`config.mk`:
```
export PLATFORM = sky130hd
export DESIGN_NAME = instr_sequencer
export DESIGN_NICKNAME = d
export VERILOG_FILES = /design/src/rtl/tinyalu_pkg.sv /design/src/rtl/seq_watchdog.sv /design/src/rtl/instr_sequencer.sv
export SDC_FILE = /design/constraint.sdc
export NUM_CORES = 1
export LEC_CHECK = 0
export ABC_CLOCK_PERIOD_IN_PS = 6600
export BUFFER_PORTS_ARGS = -buffer_cell sky130_fd_sc_hd__buf_2
export CAP_MARGIN = 5
export CORE_MARGIN = 2
export CORE_UTILIZATION = 35
export CTS_CLUSTER_SIZE = 14
export DETAILED_ROUTE_END_ITERATION = 10
export PLACE_DENSITY = 0.54
export SLEW_MARGIN = 15
export SYNTH_ARGS = -nofsm -noshare
export SYNTH_HDL_FRONTEND = slang
export SYNTH_HIERARCHICAL = 1
export SYNTH_SLANG_ARGS = --single-unit
```
`constraint.sdc`:
```
create_clock -name clk -period 6.6 [get_ports clk]
set_input_delay 1.32 -clock clk [delete_from_list [all_inputs] [get_ports clk]]
set_output_delay 1.32 -clock clk [all_outputs]
set_load 0.02 [all_outputs]
```
`src/rtl/tinyalu_pkg.sv`:
```
// Shared TinyALU types: the 19-bit instruction word layout and the sequencer state encoding.
package tinyalu_pkg;

   localparam int unsigned INSTR_W     = 19;
   localparam int unsigned OPC_MSB     = 18;
   localparam int unsigned OPC_LSB     = 15;
   localparam int unsigned ADDR_MSB    = 14;
   localparam int unsigned ADDR_LSB    = 1;
   localparam int unsigned REG_SEL_BIT = 0;
   localparam int unsigned OPC_W       = OPC_MSB - OPC_LSB + 1;
   localparam int unsigned ADDR_W      = ADDR_MSB - ADDR_LSB + 1;

   typedef struct packed {
      logic [OPC_W-1:0]  opcode;
      logic [ADDR_W-1:0] addr;
      logic              reg_sel;
   } instruction_t;

   typedef enum logic [2:0] {
      S_IDLE,
      S_FETCH,
      S_LATCH,
      S_ISSUE,
      S_WAIT,
      S_DONE,
      S_ERROR
   } seq_state_t;

endpackage

```
`src/rtl/seq_watchdog.sv`:
```
// Per-instruction watchdog: counts ISSUE+WAIT cycles and flags when TIMEOUT_CYCLES have elapsed.
module seq_watchdog #(
   parameter int unsigned TIMEOUT_CYCLES = 255
) (
   input  logic clk,
   input  logic reset_n,
   input  logic clear,
   input  logic enable,
   output logic expired
);

   localparam int unsigned CNT_W = (TIMEOUT_CYCLES == 0) ? 1 : $clog2(TIMEOUT_CYCLES + 1);

   logic [CNT_W-1:0] cnt_q;
   logic [CNT_W-1:0] cnt_d;
   logic [CNT_W-1:0] elapsed;

   // elapsed includes the current cycle; clear marks the first (ISSUE) cycle
   always_comb begin
      elapsed = clear ? CNT_W'(1) : cnt_q + CNT_W'(1);
      cnt_d   = cnt_q;
      if (clear || enable) begin
         cnt_d = elapsed;
      end
   end

   always_ff @(posedge clk) begin
      if (!reset_n) begin
         cnt_q <= '0;
      end else begin
         cnt_q <= cnt_d;
      end
   end

   if (TIMEOUT_CYCLES == 0) begin : g_disabled
      assign expired = 1'b0;
   end else begin : g_enabled
      assign expired = (clear || enable) && (elapsed >= CNT_W'(TIMEOUT_CYCLES));
   end

endmodule

```
`src/rtl/instr_sequencer.sv`:
```
// TinyALU program sequencer: fetches instructions from synchronous imem, holds each one
// for instructionUnit until done, with run/abort control, watchdog and status outputs.
module instr_sequencer
   import tinyalu_pkg::*;
#(
   parameter int unsigned IMEM_DEPTH     = 1024,
   parameter int unsigned PC_W           = 10,
   parameter int unsigned TIMEOUT_CYCLES = 255
) (
   input  logic               clk,
   input  logic               reset_n,
   input  logic               run,
   input  logic               abort,
   input  logic [PC_W:0]      prog_len,
   output logic [PC_W-1:0]    imem_addr,
   output logic               imem_rd_en,
   input  logic [INSTR_W-1:0] imem_rdata,
   output instruction_t       instr,
   output logic               instr_valid,
   input  logic               unit_done,
   output logic               busy,
   output logic               halted,
   output logic               timeout_err,
   output logic [PC_W-1:0]    pc,
   output logic [PC_W:0]      instr_count
);

   localparam int unsigned LEN_W = PC_W + 1;

   seq_state_t       state_q;
   logic [PC_W-1:0]  pc_q;
   logic [LEN_W-1:0] count_q;
   logic [LEN_W-1:0] len_q;
   logic [LEN_W-1:0] len_d;
   logic [LEN_W-1:0] pc_plus1;
   instruction_t     instr_q;
   logic             halted_q;
   logic             terr_q;
   logic             busy_q;
   logic             valid_q;
   logic             last_instr;
   logic             wd_expired;

   // clamp the requested length so pc can never run past the memory
   always_comb begin
      len_d      = (prog_len > LEN_W'(IMEM_DEPTH)) ? LEN_W'(IMEM_DEPTH) : prog_len;
      pc_plus1   = LEN_W'(pc_q) + LEN_W'(1);
      last_instr = (pc_plus1 == len_q);
   end

   seq_watchdog #(
      .TIMEOUT_CYCLES (TIMEOUT_CYCLES)
   ) u_watchdog (
      .clk     (clk),
      .reset_n (reset_n),
      .clear   (state_q == S_ISSUE),
      .enable  (state_q == S_WAIT),
      .expired (wd_expired)
   );

   always_ff @(posedge clk) begin
      if (!reset_n) begin
         state_q  <= S_IDLE;
         pc_q     <= '0;
         count_q  <= '0;
         len_q    <= '0;
         instr_q  <= '0;
         halted_q <= 1'b0;
         terr_q   <= 1'b0;
         busy_q   <= 1'b0;
         valid_q  <= 1'b0;
      end else if (abort) begin
         // pc, count and instr are kept for post-mortem debug
         state_q <= S_IDLE;
         busy_q  <= 1'b0;
         valid_q <= 1'b0;
      end else begin
         valid_q <= 1'b0;
         case (state_q)
            S_IDLE, S_DONE, S_ERROR: begin
               if (run) begin
                  pc_q     <= '0;
                  count_q  <= '0;
                  len_q    <= len_d;
                  terr_q   <= 1'b0;
                  halted_q <= (len_d == '0);
                  if (len_d == '0) begin
                     state_q <= S_DONE;
                     busy_q  <= 1'b0;
                  end else begin
                     state_q <= S_FETCH;
                     busy_q  <= 1'b1;
                  end
               end
            end
            S_FETCH: begin
               state_q <= S_LATCH;
            end
            S_LATCH: begin
               instr_q <= instruction_t'(imem_rdata);
               valid_q <= 1'b1;
               state_q <= S_ISSUE;
            end
            S_ISSUE, S_WAIT: begin
               // completion takes priority over a simultaneous watchdog expiry
               if (unit_done) begin
                  count_q <= count_q + LEN_W'(1);
                  if (last_instr) begin
                     state_q  <= S_DONE;
                     halted_q <= 1'b1;
                     busy_q   <= 1'b0;
                  end else begin
                     pc_q    <= pc_q + PC_W'(1);
                     state_q <= S_FETCH;
                  end
               end else if (wd_expired) begin
                  state_q <= S_ERROR;
                  terr_q  <= 1'b1;
                  busy_q  <= 1'b0;
               end else begin
                  state_q <= S_WAIT;
               end
            end
            default: begin
               state_q <= S_IDLE;
               busy_q  <= 1'b0;
            end
         endcase
      end
   end

   assign imem_rd_en  = (state_q == S_FETCH) && !abort;
   assign imem_addr   = pc_q;
   assign instr       = instr_q;
   assign instr_valid = valid_q;
   assign busy        = busy_q;
   assign halted      = halted_q;
   assign timeout_err = terr_q;
   assign pc          = pc_q;
   assign instr_count = count_q;

endmodule

```
==> metrics, run 1 <==
P_leak 1.73 nW; initial drt markers 137; Core Area 0.00982 sq mm; global-route wire length before repair 14.8 mm; die area 0.0110 sq mm; post-synthesis cell area 0.00357 sq mm; launching element type of the critical path input port; total grt overflow 0; clock period minus worst slack 3.14 ns; number of max-capacitance violations reported 0; status finished clean; worst relative slew slack 42.7%; clock tree from TritonCTS yes; drt via density 5.12; Port Buffer Count 89; most frequently used cell type in the post-synthesis netlist dfxtp_1; worst hold-check slack 0.461 ns; final hold violation count 0; Final Skew 0.00742 ns; horizontal die dimension 105 um; Initial Utilization 36.3%; # Post-CTS Setup Buffers 0; power density over cell area 199 mW/mm^2; cts hold-fix bufs 0; count of inserted antenna diode cells 0; clock transition at the registers of the reported paths 0.07 ns; number of top-level pins 90; top cell type by total area after synthesis dfxtp_1; number of nets at the end of the flow 532; async set-or-reset flop fraction in the synthesized netlist 0%; Critical Path End Type output port; Slew @ Worst Pin 0.857 ns; post-synthesis register bit count 66; std cell rows 36; Setup-failing EPs final 0; DRC errors left 0; Mean Syn Cell Area 8.33 sq um; Vert. Die Dim 105 um; clock buffer count from CTS 9; required arrival time at the worst endpoint 5.28 ns; number of warning messages in the yosys log 6; net count of the mapped netlist 466; clock latency of the later-clocked register in the worst-skew pair 0.34 ns; buffer type at the clock tree root clkbuf_8; share of the synthesized area in the top cell type 37.1%; Hold Path Class reg2reg; average wire length per cell after detail routing 14.2 um; cell types occupying the most area after synthesis dfxtp_1 (37%), nand2_1 (6.8%), xor2_1 (4.2%); largest net degree at the start of global routing 49; maximum resistive drop on vdd 0.116 mV; post-layout util 42.6%; total routing usage reported by global routing 16.4%; initial antenna violation count 0; post-synthesis sequential area ratio 37.1%; leading cell types by count after synthesis dfxtp_1 (66), nand2_1 (65), nor2_1 (30), nand3_1 (21), a21oi_1 (20); Slew Limit Fails 0; maximum root-to-sink buffer count 2; crit path max fanout 5; top achievable clock speed 318 MHz; Routed Antenna Nets 0; number of flops mapped to enable cells by yosys 0; hpwl dp 6.41 mm; global placer's final weighted congestion 0.809; share of layout cells above drive strength 1 24.2%; worst endpoint data arrival time 1.82 ns; Post-CTS Resized 0; setup repair after global routing missed its margin false; Final Routed Wirelength 8.98 mm; overall via count from detail_route 3233; count of cell types in the netlist 67; DRT Pass-1 Iters 4; setup_tns 0 ns; final worst path period share 47.6%; H-tree levels 3; synth-to-layout area growth 17.3%; Setup CP Type in2out; via count of the first global-routing pass 3064; Top FF cell, synth dfxtp_1; gate count of the mapped netlist 428; number of sinks on the clock net 66
-- metrics by stage --
step	total power, W	instance area [sq um]	setup WS (ns)	cells
floorplan	0.000469	3570	3.33	428
global placement	0.000492	3980	3.28	616
detailed placement	0.000493	3980	3.25	616
CTS	0.000844	4180	3.42	632
global route	0.000866	4180	3.35	632
finish	0.000832	4180	3.46	632
-- state kept, by name (all words and copies together) (netlist names) --
register          cells
instr_count          11
busy                  1
instr_valid           1
instr                19
state_q               3
timeout_err           1
halted                1
len_q                11
imem_addr            10
u_watchdog/cnt_q      8
-- path summary, 6_finish.rpt --
check                from           end  slack, ns  cells past startpoint
min                  busy          busy       0.46                      2
max reg2reg  imem_addr[0]  imem_addr[9]       3.70                      8
min reg2reg          busy          busy       0.46                      2
max                 abort    imem_rd_en       3.46                      3
-- layer usage --
metal	part of all wire (%)	vias up	GRT usage, %
li1	-	1633	-
met1	47	1514	21.5
met2	45	79	25.8
met3	6.6	7	6.30
met4	0.73	0	3.33
met5	0	-	0
-- layout by cell type, fill, tap and decap left out, types with 4 or more instances in the layout --
cell      Yosys  layout
a21oi_1      20      20
a21boi_0     19      19
and2_1        4       4
nor3_1       10       9
buf_2         5      89
nor2_1       30      30
nor2b_1      15      15
mux2i_1       7       7
and3_1        5       5
o21ai_0      10      10
xnor2_1       9       9
clkbuf_8      0       9
a22oi_1       6       6
dfxtp_1      66      66
o211ai_1      7       7
nand3_1      21      21
inv_1         9       9
nand4_1       7       7
xor2_1       17      17
nor3b_1       6       6
nand2_1      65      65
o21a_1        4       4
-- cell families (layout without fill, tap and decap cells) --
family | after synthesis | in the layout | share of synthesized area, %
mux | 7 | 7 | 1.96
compound gates | 94 | 94 | 19.4
buf+inv | 44 | 115 | 6.84
xor+xnor | 27 | 27 | 7.05
fa+ha+maj | 4 | 4 | 1.33
flops | 66 | 66 | 37.1
simple gates | 186 | 186 | 26.4
-- critical path, stage by stage --
cell and delay, ns:
buf_2 0.13, nor4_1 0.16, buf_2 0.21
-- area by class of cell --
cell class,instances,area [sq um]
Fill cell,1068,5640
Multi-Input combinational cell,318,2010
Timing Repair Buffer,90,453
Tap cell,133,166
Clock inverter,7,78.8
Inverter,9,33.8
Sequential cell,66,1320
Clock buffer,9,124
-- where the power goes --
group | internal, W | leakage [nW] | total (W) | switching (W)
logic | 0.0000300 | 1.10 | 0.0000729 | 0.0000429
registers | 0.000404 | 0.533 | 0.000411 | 0.00000659
clock network | 0.000177 | 0.0921 | 0.000349 | 0.000172
Note: power is estimated with default switching activity, not from simulation.
==> run 2, diff against run 1 <==
ABC_CLOCK_PERIOD_IN_PS = 3020   (was 6600)
clock period = 3.02 ns   (was 6.6 ns; I/O delays follow)
==> run 2 against run 1 <==
Against the previous run: total power is 130% higher; via count rose by 2.5%; highest routed layer unchanged; sequential power up 120%; die area stayed put; first-iteration DRC count is 18% higher; clock skew about the same; critical path depth is 5 higher; final cell count up 1.1%.
==> metrics, run 2 (synthesis results as in run 1) <==
status finished clean; worst endpoint data arrival time 3.07 ns; clock buffer count from CTS 9; Setup CP Type reg2reg; Final Skew 0.00744 ns; number of max-capacitance violations reported 0; launching element type of the critical path flop; DRC errors left 0; DRT Pass-1 Iters 5; final worst path period share 92.3%; global-route wire length before repair 15.3 mm; Worst R2R Setup Slack 0.23 ns; final hold violation count 0; top achievable clock speed 359 MHz; Setup-failing EPs final 0; largest net degree at the start of global routing 29; clock transition at the registers of the reported paths 0.08 ns; Initial Utilization 36.3%; P_leak 1.78 nW; worst relative slew slack 53.9%; number of inserted filler cells in the final layout 1037; die area 0.0110 sq mm; drt via density 5.19; std cell rows 36; Slew Limit Fails 0; cts hold-fix bufs 0; Port Buffer Count 89; average wire length per cell after detail routing 14.4 um; hpwl dp 6.56 mm; number of top-level pins 90; Critical Path End Type flop; setup_tns 0 ns; required arrival time at the worst endpoint 3.30 ns; most frequent cells in the layout buf_2 (89), dfxtp_1 (66), nand2_1 (65); clock period minus worst slack 2.79 ns; most common cell after layout, fill and taps aside buf_2; number of sinks on the clock net 66; initial antenna violation count 0; total routing usage reported by global routing 17.1%; Routed Antenna Nets 0; maximum root-to-sink buffer count 2; Final Routed Wirelength 9.20 mm; power density over cell area 445 mW/mm^2; number of nets at the end of the flow 539; clock tree from TritonCTS yes; H-tree levels 3; total grt overflow 0; crit path max fanout 9; horizontal die dimension 105 um; overall via count from detail_route 3315; smallest setup slack after layout 0.232 ns; Post-Place Worst Slack 0.277 ns; via count of the first global-routing pass 3028; Core Area 0.00982 sq mm; share of layout cells above drive strength 1 25.1%; Hold Path Class reg2reg; maximum resistive drop on vdd 0.229 mV; Slew @ Worst Pin 0.691 ns; initial drt markers 161; synth-to-layout area growth 19.5%; max FFs per register 19; count of inserted antenna diode cells 0; setup repair after global routing missed its margin false; global placer's final weighted congestion 0.810; Vert. Die Dim 105 um; clock latency of the later-clocked register in the worst-skew pair 0.34 ns; buffer type at the clock tree root clkbuf_8
[run 2: cell count changes in the layout (fill, tap and decap cells not counted), sizes merged]
cell / previous run / this run
clkinvlp: 3 / 1
clkbuf: 9 / 11
bufinv: 1 / 2
inv: 10 / 9
buf: 90 / 97
[run 2: routing by layer]
metal,wire [um],global-route usage [%],share of wire [%]
met1,4380,23.8,48
met2,4100,25.5,45
met3,601,4.55,6.5
met4,119,6.10,1.3
met5,0,0,0
[run 2: stage by stage]
stage	area [sq um]	cells	util (%)	power [W]	hold slack (ns)
2_1_floorplan	3570	428	-	0.00103	0.476
3_3_place_gp	4030	623	41.1	0.00108	0.446
3_5_place_dp	4030	623	41.1	0.00108	0.456
4_1_cts	4250	639	43.3	0.00193	0.467
5_1_grt	4260	639	43.4	0.00198	0.482
6_report	4260	639	43.4	0.00190	0.460
[run 2: path summary, 6_finish.rpt]
| kind | from | end | depth (start not counted) |
|---|---|---|---|
| worst max-delay path | imem_addr[1] | imem_addr[1] | 8 |
| worst min-delay path | instr[11] | instr[11] | 2 |
| worst min register to register | instr[11] | instr[11] | 2 |
| worst max register to register | imem_addr[1] | imem_addr[1] | 8 |
[run 2: report_power, final]
| group | total [W] | switching, W | internal [W] |
|---|---|---|---|
| Combinational | 0.000167 | 0.0000983 | 0.0000691 |
| Sequential | 0.000898 | 0.0000148 | 0.000883 |
| Clock | 0.000832 | 0.000347 | 0.000485 |
[run 2: final cells by class]
cell class	instances	area (sq um)	area share, %
multi-input combinational	318	2010	47.3
sequential	66	1320	31.0
timing repair buffer	97	505	11.9
tap	133	166	3.91
clock buffer	11	141	3.32
clock inverter	5	77.6	1.82
inverter	9	33.8	0.793
[run 2: critical path, stage by stage, from the launching register on]
cell and delay [ns]:
dfxtp_1 0.47, ha_1 0.40, xor3_1 0.28, or4_1 0.41
o311a_1 0.14, o22ai_2 0.23, a41o_1 0.47, and2_4 0.22
a32o_1 0.11
[run 2: repair_timing]
| item | in CTS | in global routing |
|---|---|---|
| endpoints found under the setup margin | 0 | 4 |
| buffers inserted | 0 | 0 |
| gates resized for setup | 0 | 1 |
==> run 3, diff against run 2 <==
ABC_AREA = 1   (was not set)
PLACE_DENSITY = 0.53   (was 0.54)
==> run 3 against run 2 <==
Against the previous run: critical path depth is 3 higher; design area is 2.6% higher; die area is 2.0% higher; routed wire length is 5.2% higher; register-to-register slack better by 0.41 ns; combinational power is 20% higher; via count is 11% higher; first-iteration DRC count is 15% lower; critical path type unchanged; largest cell class unchanged; largest power group unchanged.
==> metrics, run 3 <==
Setup CP Type reg2reg; setup repair after global routing missed its margin false; net count of the mapped netlist 584; global-route wire length before repair 15.8 mm; final hold violation count 0; Hold Path Class reg2reg; Cell Count Post-Placement 752; XOR/XNOR Fraction of Synth Area 0.722%; cell types occupying the most area after synthesis dfxtp_1 (36%), nand2_1 (12%), nor2_1 (8.3%); clock buffer count from CTS 9; post-synthesis register bit count 66; count of inserted antenna diode cells 0; most frequent cells in the layout nand2_1 (115), buf_2 (89), nor2_1 (80); die area 0.0112 sq mm; hpwl dp 7.10 mm; share of synthesized area spent on multiplexers 0%; Slew @ Worst Pin 0.506 ns; std cell rows 37; P_leak 2.04 nW; final worst path period share 78.7%; number of max-capacitance violations reported 0; capture point of the worst reg-to-reg path len_q[5]; Final Skew 0.00728 ns; top achievable clock speed 421 MHz; Post-CTS Resized 0; cts hold-fix bufs 0; maximum resistive drop on vdd 0.243 mV; buffer type at the clock tree root clkbuf_8; reg-to-reg critical path startpoint state_q[0]; post-synthesis cell area 0.00364 sq mm; global placer's final weighted congestion 0.846; number of warning messages in the yosys log 6; gate count of the mapped netlist 546; Slew Limit Fails 0; Mean Syn Cell Area 6.67 sq um; number of sinks on the clock net 66; overall via count from detail_route 3686; synth-to-layout area growth 20.1%; DRC errors left 0; average wire length per cell after detail routing 12.6 um; post-layout util 42.7%; endpoint with the worst hold slack len_q[1]; crit path max fanout 15; Final Routed Wirelength 9.68 mm; # Post-CTS Setup Buffers 0; total routing usage reported by global routing 17.4%; Worst R2R Setup Slack 0.64 ns; initial antenna violation count 0; maximum root-to-sink buffer count 2; H-tree levels 3; setup_tns 0 ns; post-synthesis sequential area ratio 36.3%; share of layout cells above drive strength 1 22.9%; share of the synthesized area in the top cell type 36.3%; clock period minus worst slack 2.38 ns; most common cell after layout, fill and taps aside nand2_1; leading cell types by count after synthesis nand2_1 (115), nor2_1 (80), dfxtp_1 (66), inv_1 (61), a21oi_1 (47); via count of the first global-routing pass 3475; start point of the worst min-delay path len_q[1]; status finished clean; simple-gate portion of the synthesized area 36.3%; count of cells along the worst hold path 2; Vert. Die Dim 106 um; Setup-failing EPs final 0; number of nets at the end of the flow 665; number of top-level pins 90; async set-or-reset flop fraction in the synthesized netlist 0%; total grt overflow 0; Routed Antenna Nets 0; fraction of the mapped netlist area in adder cells 1.03%; most frequently used cell type in the post-synthesis netlist nand2_1; clock latency of the later-clocked register in the worst-skew pair 0.34 ns; Synth Area in Compound Gates 14.5%; largest family of logic cells by synthesized area simple AND/OR/NAND/NOR gates; clock tree from TritonCTS yes; drt via density 4.80; Port Buffer Count 89; top cell type by total area after synthesis dfxtp_1; worst endpoint data arrival time 2.61 ns; initial drt markers 137; horizontal die dimension 106 um; number of standard cells in the final layout excluding fillers 768; clock transition at the registers of the reported paths 0.08 ns; Core Area 0.0102 sq mm; worst relative slew slack 66.2%; required arrival time at the worst endpoint 3.25 ns; Initial Utilization 35.6%; max FFs per register 19; overall power of the completed layout 0.00196 W; power density over cell area 448 mW/mm^2; Top FF cell, synth dfxtp_1; Critical Path End Type flop; number of flops mapped to enable cells by yosys 0; largest net degree at the start of global routing 28; count of cells along the worst register-to-register path 11; count of cell types in the netlist 40; launching element type of the critical path flop; DRT Pass-1 Iters 4
[run 3: changes by cell type in the layout (fill, tap and decap cells not counted), moves of 7 or more]
cell and change:
inv_1 +52, o21ai_0 +18, nor2_1 +50, nand2_1 +50, mux2i_1 -7, a21oi_1 +27
a21boi_0 -19, xor2_1 -14, xnor2_1 -9, nand3_1 +24, nor2b_1 -15, o211ai_1 -7
[run 3: logic make-up (layout without fill, tap and decap cells)]
| family | Yosys count | after routing |
|---|---|---|
| AO/OA/AOI/OAI | 95 | 95 |
| XOR/XNOR | 3 | 3 |
| adder cells (fa/ha/maj) | 3 | 3 |
| buffers and inverters | 94 | 180 |
| flip-flops | 66 | 66 |
| AND/OR/NAND/NOR | 285 | 285 |
[run 3: critical path: stages (launching register included)]
cell	delay, ns
dfxtp_1	0.35
nor2_1	0.17
nand2_1	0.13
nand2_4	0.15
inv_2	0.15
nand2_1	0.10
nand2_1	0.09
nor2_4	0.18
nand2_1	0.31
buf_4	0.29
o21ai_0	0.25
a21oi_1	0.07
[run 3: how the worst max path moves through the flow]
stage                             from  depth (start not counted)            to  slack [ns]
final                       state_q[0]                         11      len_q[5]        0.64
after global routing        state_q[0]                         11      len_q[5]        0.37
after CTS                   state_q[0]                         11      len_q[5]        0.60
after detailed placement    state_q[0]                         11      len_q[5]        0.62
after global placement      state_q[1]                         11      len_q[7]        0.65
after floorplan           imem_addr[0]                         13  imem_addr[0]        1.12
[run 3: metrics by stage]
step / instance area [sq um] / setup WS, ns / hold slack, ns
6_report: 4370 / 0.643 / 0.478
5_1_grt: 4370 / 0.370 / 0.470
4_1_cts: 4370 / 0.597 / 0.460
3_5_place_dp: 4150 / 0.624 / 0.467
3_3_place_gp: 4150 / 0.651 / 0.458
2_1_floorplan: 3640 / 1.12 / 0.443
[run 3: area by class of cell]
class / count / area, sq um
Multi-Input combinational cell: 386 / 1910
Clock inverter: 7 / 101
Sequential cell: 66 / 1320
Fill cell: 1101 / 5860
Tap cell: 136 / 170
Clock buffer: 9 / 124
Inverter: 71 / 269
Timing Repair Buffer: 93 / 475
[run 3: metal layers]
metal	wire, um	global-route usage, %	share of wire (%)	vias up
met4	117	5.45	1.2	0
li1	-	-	-	1916
met5	0	0	0	-
met3	540	4.23	5.6	12
met2	4350	28.8	45	97
met1	4670	22.3	48	1661
[run 3: report_power, final]
part / switching [W] / total [W] / internal (W)
clock network: 0.000382 / 0.000854 / 0.000472
logic: 0.000132 / 0.000200 / 0.0000676
registers: 0.0000129 / 0.000906 / 0.000893
total: 0.000527 / 0.00196 / 0.00143
